--- src/rtl/wb_regfile_slave.sv ---
// Pipelined Wishbone B4 slave that serves an ID word, a free-running cycle counter and
// byte-writable scratch registers, with configurable wait states before each response.
module wb_regfile_slave #(
  parameter int          LGNREGS     = 4,
  parameter int          WAIT_STATES = 0,
  parameter logic [31:0] ID_VALUE    = 32'h5742_0001
) (
  input  logic        i_clk,
  input  logic        i_reset,
  input  logic        i_wb_cyc,
  input  logic        i_wb_stb,
  input  logic        i_wb_we,
  input  logic [29:0] i_wb_addr,
  input  logic [31:0] i_wb_data,
  input  logic [3:0]  i_wb_sel,
  output logic        o_wb_stall,
  output logic        o_wb_ack,
  output logic        o_wb_err,
  output logic [31:0] o_wb_data
);

  localparam int NREGS = 1 << LGNREGS;
  localparam logic [3:0] WAIT_LOAD = (WAIT_STATES > 0) ? 4'(WAIT_STATES - 1) : 4'd0;

  typedef enum logic {
    S_IDLE,
    S_WAIT
  } state_t;

  state_t      state_q, state_d;
  logic [3:0]  wcnt_q, wcnt_d;
  logic        commit_q, commit_d;
  logic        req_we_q, req_we_d;
  logic [29:0] req_addr_q, req_addr_d;
  logic [31:0] req_data_q, req_data_d;
  logic [3:0]  req_sel_q, req_sel_d;
  logic        ack_q, ack_d;
  logic        err_q, err_d;
  logic [31:0] rdata_q, rdata_d;
  logic [31:0] cnt_q, cnt_d;
  logic [31:0] scr_q [2:NREGS-1];
  logic [31:0] scr_d [2:NREGS-1];

  logic                accept;
  logic                mapped;
  logic [LGNREGS-1:0]  idx;
  logic [31:0]         rd_val;

  assign o_wb_stall = (state_q == S_WAIT);
  assign o_wb_ack   = ack_q;
  assign o_wb_err   = err_q;
  assign o_wb_data  = rdata_q;

  assign accept = i_wb_cyc && i_wb_stb && !o_wb_stall;
  assign mapped = (req_addr_q[29:LGNREGS] == '0);
  assign idx    = req_addr_q[LGNREGS-1:0];

  always_comb begin
    rd_val = 32'h0;
    if (idx == '0) begin
      rd_val = ID_VALUE;
    end else if (int'(idx) == 1) begin
      rd_val = cnt_q;
    end
    for (int i = 2; i < NREGS; i++) begin
      if (int'(idx) == i) rd_val = scr_q[i];
    end
  end

  // commit_q marks the cycle whose closing edge performs the write/read and raises ack/err;
  // dropping i_wb_cyc while anything is pending discards the request.
  always_comb begin
    state_d    = state_q;
    wcnt_d     = wcnt_q;
    commit_d   = 1'b0;
    req_we_d   = req_we_q;
    req_addr_d = req_addr_q;
    req_data_d = req_data_q;
    req_sel_d  = req_sel_q;
    ack_d      = 1'b0;
    err_d      = 1'b0;
    rdata_d    = rdata_q;
    cnt_d      = cnt_q + 32'd1;
    scr_d      = scr_q;

    if (commit_q && i_wb_cyc) begin
      if (!mapped) begin
        err_d   = 1'b1;
        rdata_d = 32'h0;
      end else if (req_we_q) begin
        ack_d   = 1'b1;
        rdata_d = 32'h0;
        for (int i = 2; i < NREGS; i++) begin
          if (int'(idx) == i) begin
            for (int b = 0; b < 4; b++) begin
              if (req_sel_q[b]) scr_d[i][8*b +: 8] = req_data_q[8*b +: 8];
            end
          end
        end
      end else begin
        ack_d   = 1'b1;
        rdata_d = rd_val;
      end
    end

    if (state_q == S_WAIT) begin
      if (!i_wb_cyc) begin
        state_d = S_IDLE;
      end else if (wcnt_q == 4'd0) begin
        state_d  = S_IDLE;
        commit_d = 1'b1;
      end else begin
        wcnt_d = wcnt_q - 4'd1;
      end
    end

    if (accept) begin
      req_we_d   = i_wb_we;
      req_addr_d = i_wb_addr;
      req_data_d = i_wb_data;
      req_sel_d  = i_wb_sel;
      if (WAIT_STATES > 0) begin
        state_d = S_WAIT;
        wcnt_d  = WAIT_LOAD;
      end else begin
        commit_d = 1'b1;
      end
    end
  end

  always_ff @(posedge i_clk) begin
    if (i_reset) begin
      state_q    <= S_IDLE;
      wcnt_q     <= 4'd0;
      commit_q   <= 1'b0;
      req_we_q   <= 1'b0;
      req_addr_q <= 30'h0;
      req_data_q <= 32'h0;
      req_sel_q  <= 4'h0;
      ack_q      <= 1'b0;
      err_q      <= 1'b0;
      rdata_q    <= 32'h0;
      cnt_q      <= 32'h0;
      for (int i = 2; i < NREGS; i++) scr_q[i] <= 32'h0;
    end else begin
      state_q    <= state_d;
      wcnt_q     <= wcnt_d;
      commit_q   <= commit_d;
      req_we_q   <= req_we_d;
      req_addr_q <= req_addr_d;
      req_data_q <= req_data_d;
      req_sel_q  <= req_sel_d;
      ack_q      <= ack_d;
      err_q      <= err_d;
      rdata_q    <= rdata_d;
      cnt_q      <= cnt_d;
      for (int i = 2; i < NREGS; i++) scr_q[i] <= scr_d[i];
    end
  end

endmodule
--- config.mk ---
export PLATFORM = sky130hd
export DESIGN_NAME = wb_regfile_slave
export DESIGN_NICKNAME = d
export VERILOG_FILES = /design/src/rtl/wb_regfile_slave.sv
export SDC_FILE = /design/constraint.sdc
export NUM_CORES = 2
export LEC_CHECK = 0
export ABC_CLOCK_PERIOD_IN_PS = 2600
export CAP_MARGIN = 10
export CELL_PAD_IN_SITES_DETAIL_PLACEMENT = 0
export CELL_PAD_IN_SITES_GLOBAL_PLACEMENT = 1
export CORE_MARGIN = 8
export CORE_UTILIZATION = 42
export CTS_CLUSTER_SIZE = 40
export DETAILED_ROUTE_END_ITERATION = 10
export HOLD_SLACK_MARGIN = 0.12
export PLACE_DENSITY_LB_ADDON = 0.1
export SYNTH_ARGS = -nofsm -noshare
export SYNTH_HDL_FRONTEND = slang
export SYNTH_SLANG_ARGS = --single-unit
--- constraint.sdc ---
create_clock -name i_clk -period 2.6 [get_ports i_clk]
set_clock_uncertainty 0.15 [all_clocks]
set_input_delay 0.78 -clock i_clk [delete_from_list [all_inputs] [get_ports i_clk]]
set_output_delay 0.78 -clock i_clk [all_outputs]
set_load 0.01 [all_outputs]
After elaboration in Yosys (flattened, before gate mapping)
Index checks and enable logic that the tools add are counted.
- flip-flop bits (word level): 587
- word-level logic and storage cells: 179
- output and inout bits: 35
- reductions and logical operators: 66
- multiplexer cells: 25
- bitwise gates (word level): 4
- equality and inequality tests: 15
- add/subtract/negate cells: 2
- operators with widths (cell ; count):
    $mux W32 ; 18
    $reduce_and A5 Y1 ; 56
    $add A32 B1 Y32 const B ; 1
    $eq A4 B4 Y1 const B ; 8
    $logic_not A26 Y1 ; 1
    $eq A4 B3 Y1 const B ; 4
    $eq A4 B2 Y1 const B ; 2
    $logic_not A4 Y1 ; 2
    $mux W1 ; 7
    $eq A4 B1 Y1 const B ; 1
    $not A1 Y1 ; 4
    $sub A4 B1 Y4 const B ; 1
    $logic_and A1 B1 Y1 ; 3
    $reduce_and A3 Y1 ; 1
    $reduce_or A3 Y1 ; 1
    $reduce_or A2 Y1 ; 1
    $logic_not A1 Y1 ; 1

Logic depth before layout (Yosys ltp)
- word-level depth: 19
- mapped depth: 10
- mapped depth without buffers: 7

Least setup slack after synthesis
No wires, ideal clock.
- kind: input -> register
- start: input port i_wb_cyc
- end: register scr_q[104] (netlist name)
- setup time: 0.128 ns
- arrival: 2.285 ns
- stages on the path: 8
- setup slack: 0.037 ns
- path through: and3_1 clkbuf_1 buf_2 nand4_2 buf_6 nor2_4 mux2i_1 nor2_1
- cells in the longest elaborated chain, start to end: 2
- ends and longest elaborated chain (item ; RTL line ; text):
    from (decl) ; 10 ; input logic i_wb_cyc,
    $logic_and A1 B1 Y1 ; 86 ; if (commit_q && i_wb_cyc) begin
    $reduce_and A5 Y1 (no line) ; n/a ;
    to (decl) ; 41 ; logic [31:0] scr_q [2:NREGS-1];
No other way between the ends.
A chain may end at the register's enable or synchronous reset.

Final worst setup path
- start: register req_addr_q[17]
- end: register scr_q[183] (netlist name)
- cells in the longest elaborated chain, start to end: 2
- ends and longest elaborated chain (item ; RTL line ; text):
    from (decl) ; 34 ; logic [29:0] req_addr_q, req_addr_d;
    from (signal assigned) ; 150 ; req_addr_q <= req_addr_d;
    $logic_not A26 Y1 ; 55 ; assign mapped = (req_addr_q[29:LGNREGS] == '0);
    $reduce_and A5 Y1 (no line) ; n/a ;
No other way between the ends.

==> impl_metrics.ini <==
[run_status]
outcome = finished, violations left
violations = negative setup slack

[sta]
grt_setup_unrepaired = yes
worst_pin_slew_ns = 0.894
hold_ws_ns = 0.302
final-max-slew-violation-count = 0
worst_slack_ns = -0.0926
max-slew-margin-rel = 0.403
fmax_ghz = 0.371
setup_violations = 124
period_minus_slack_ns = 2.69
hold_violations = 0
fin_crit_sh = 1.04

[cts]
clkSinkCount = 587
ctsHtreeMaxLevel = 3
tritoncts = yes
clk_path_buf_depth = 3
path_clk_slew_ns = 0.06
clk_latency_ns = 0.61
cts_buffers = 68
cts-root-buf = clkbuf_16
ctsHoldBuffers = 0

[routing]
wl_mm = 106
vias = 24700
drc_errors = 0
wl_per_cell_um = 25.5
drt-pass1-iter-count = 6
vias_per_cell = 5.95
drtIter0Drc = 2904
ant_nets = 0

[placement]
gp_routability_congestion = 0.933
dp.cells = 4029
preCtsSetupSlack_ns = -0.529
dp_hpwl_mm = 72.6
port_buffers = 105

[yosys]
netlist.area_leader.share = 0.454
syn_area_per_cell_um2 = 8.32
ys_ff_latch = 587
yosysWarnings = 0
yosys-top-cells-area = dfxtp_1 (45%), mux2i_1 (9.6%), a21oi_1 (7.4%)
yosys.area.top_type = dfxtp_1
yosys.area_share.adder = 0.00145
synth-edff-count = 0
syn-num-nets = 3188
synth-simple-area-share = 0.172
synthCells = 3114
synth-xor-area-share = 0.0105
ys_seq_area_frac = 0.454
synthFlopType = dfxtp_1
synthMuxAreaShare = 0.111
synth_compound_area_frac = 0.210
netlist_area_mm2 = 0.0259
ys_async_sr_fraction = 0
synth_top_family_by_area = compound AO/OA/AOI/OAI gates
synthDistinctLibCells = 75

[worst_hold_path]
hp-class = reg -> reg

[die]
io-pin-count = 106
fp-row-count = 91
fp.coreArea_mm2 = 0.0614
die_w_um = 264
die_h_um = 264
start_util = 0.422
die-area_mm2 = 0.0699

[setup_path]
crit_top_cell = buf_12
criticalPathCategory = reg -> reg
worst_setup_path_end_kind = flop
critPathSlowestCell = or4_4
path_cells = or4_4 -> buf_12 -> nor3_4 -> buf_4 -> nand4_4 -> buf_12 -> buf_12 -> nor2_2 -> buf_4 -> nand2_1 -> a21oi_1
cp_slowest_stage_delay_ns = 0.60
worstPathRequired_ns = 2.98
arrival_ns = 3.08
cp_max_fo = 25
startpoint_type = flop

[pwr]
power_w = 0.0197
peakVddDrop_v = 0.000408
p_leak_nw = 11.5
power_density_mw_per_mm2 = 610

[global_route]
overflow = 0
antenna_found_initial = 1
grt_pass1_vias = 23800
track_usage = 0.291
grt_max_degree = 143
grt_pass1_wl_mm = 156

[layout]
regArea_mm2 = 0.0118
fillers = 5794
final_nets = 3402
diodes = 0
post-route-util = 0.525
stdcell_count = 4157
drive_gt1_frac = 0.159
syn_to_final_growth_pct = 24.5
multi_input_area_mm2 = 0.0133

[job]
maxCapViolCount = 0
-- flip-flops by register name, indices dropped and copies added, names as in the netlist --
name,flops
o_wb_err,1
o_wb_ack,1
cnt_q,32
req_addr_q,30
req_data_q,32
wcnt_q,4
o_wb_stall,1
o_wb_data,32
req_we_q,1
req_sel_q,4
commit_q,1
scr_q,448
-- worst max-delay path: cells and delay by family (launching register included) --
family,cells,cell delay (ns)
AO/OA/AOI/OAI,1,0.16
buffers and inverters,5,0.90
AND/OR/NAND/NOR,5,1.07
flip-flops,1,0.31
-- what timing repair did --
action                     4_1_cts  5_1_grt
setup endpoints to repair      303      397
gates cloned                     2        0
setup buffers                   14        5
pin swaps                       16       28
resized for setup               38       39
-- power by group --
group | total, W | internal [W] | switching [W]
sequential | 0.00923 | 0.00905 | 0.000187
combinational | 0.00127 | 0.000472 | 0.000800
clock | 0.00917 | 0.00530 | 0.00387
-- placed cells by master, fill, tap and decap left out, types with 16 or more instances in the layout --
cell / count
xor2_1: 20
mux2i_1: 249
mux2_2: 23
a221oi_1: 19
nand3_1: 28
a22oi_1: 35
clkdlybuf4s50_1: 104
dfxtp_1: 582
nor2_4: 22
clkbuf_1: 16
o221ai_1: 18
a31oi_1: 20
o21ai_0: 325
buf_12: 58
nor2_2: 22
nand2_1: 480
o22ai_1: 30
clkbuf_16: 69
a21oi_1: 371
buf_4: 226
nor2_1: 329
o2bb2ai_1: 16
-- metrics by stage --
| stage | instance area (um2) | setup TNS [ns] |
|---|---|---|
| 2_1_floorplan | 25900 | 0 |
| 4_1_cts | 32100 | -8.46 |
| 6_report | 32200 | -4.93 |
| 3_3_place_gp | 29800 | -154.87 |
| 3_5_place_dp | 29800 | -171.91 |
| 5_1_grt | 32200 | -21.93 |
-- cell families after synthesis --
logic type | count (synthesis)
and+or+nand+nor | 996
AOI/OAI and AO/OA | 951
DFF | 587
muxes | 278
buffers and inverters | 268
xor gates and xnor gates | 31
adders and majority gates | 3
-- final timing paths --
check | startpoint | to | slack, ns | cells past startpoint
min | o_wb_data[11] | o_wb_data[11] | 0.30 | 1
min reg2reg | o_wb_data[11] | o_wb_data[11] | 0.30 | 1
max | req_addr_q[17] | scr_q[183] | -0.09 | 11
max reg2reg | req_addr_q[17] | scr_q[183] | -0.09 | 11
-- cell type report --
class / instances / area share
repair buffers: 403 / 0.127
well taps: 790 / 0.0307
flip-flops and latches: 587 / 0.365
multi-input cells: 2259 / 0.412
inverters: 9 / 0.00105
clock inverters: 12 / 0.00369
clock buffers: 97 / 0.0605
-- metal layers --
metal | wire (um) | up-vias | track usage
met5 | 0 | - | 0
met3 | 7990 | 231 | 0.0482
met4 | 4170 | 0 | 0.113
met1 | 45800 | 12100 | 0.394
met2 | 47900 | 1085 | 0.463
li1 | - | 11300 | -
-- synthesized netlist by cell type, types with 16 or more instances --
cell	count
dfxtp_1	587
nand2_1	486
a21oi_1	381
o21ai_0	339
nor2_1	332
mux2i_1	249
clkbuf_1	216
a22oi_1	35
o22ai_1	30
nand3_1	28
mux2_2	23
nor2_2	21
a221oi_1	20
a31oi_1	20
buf_2	20
nor2_4	20
xor2_1	20
o221ai_1	19
buf_1	18
o2bb2ai_1	16
Power figures use the tool's default switching activity.
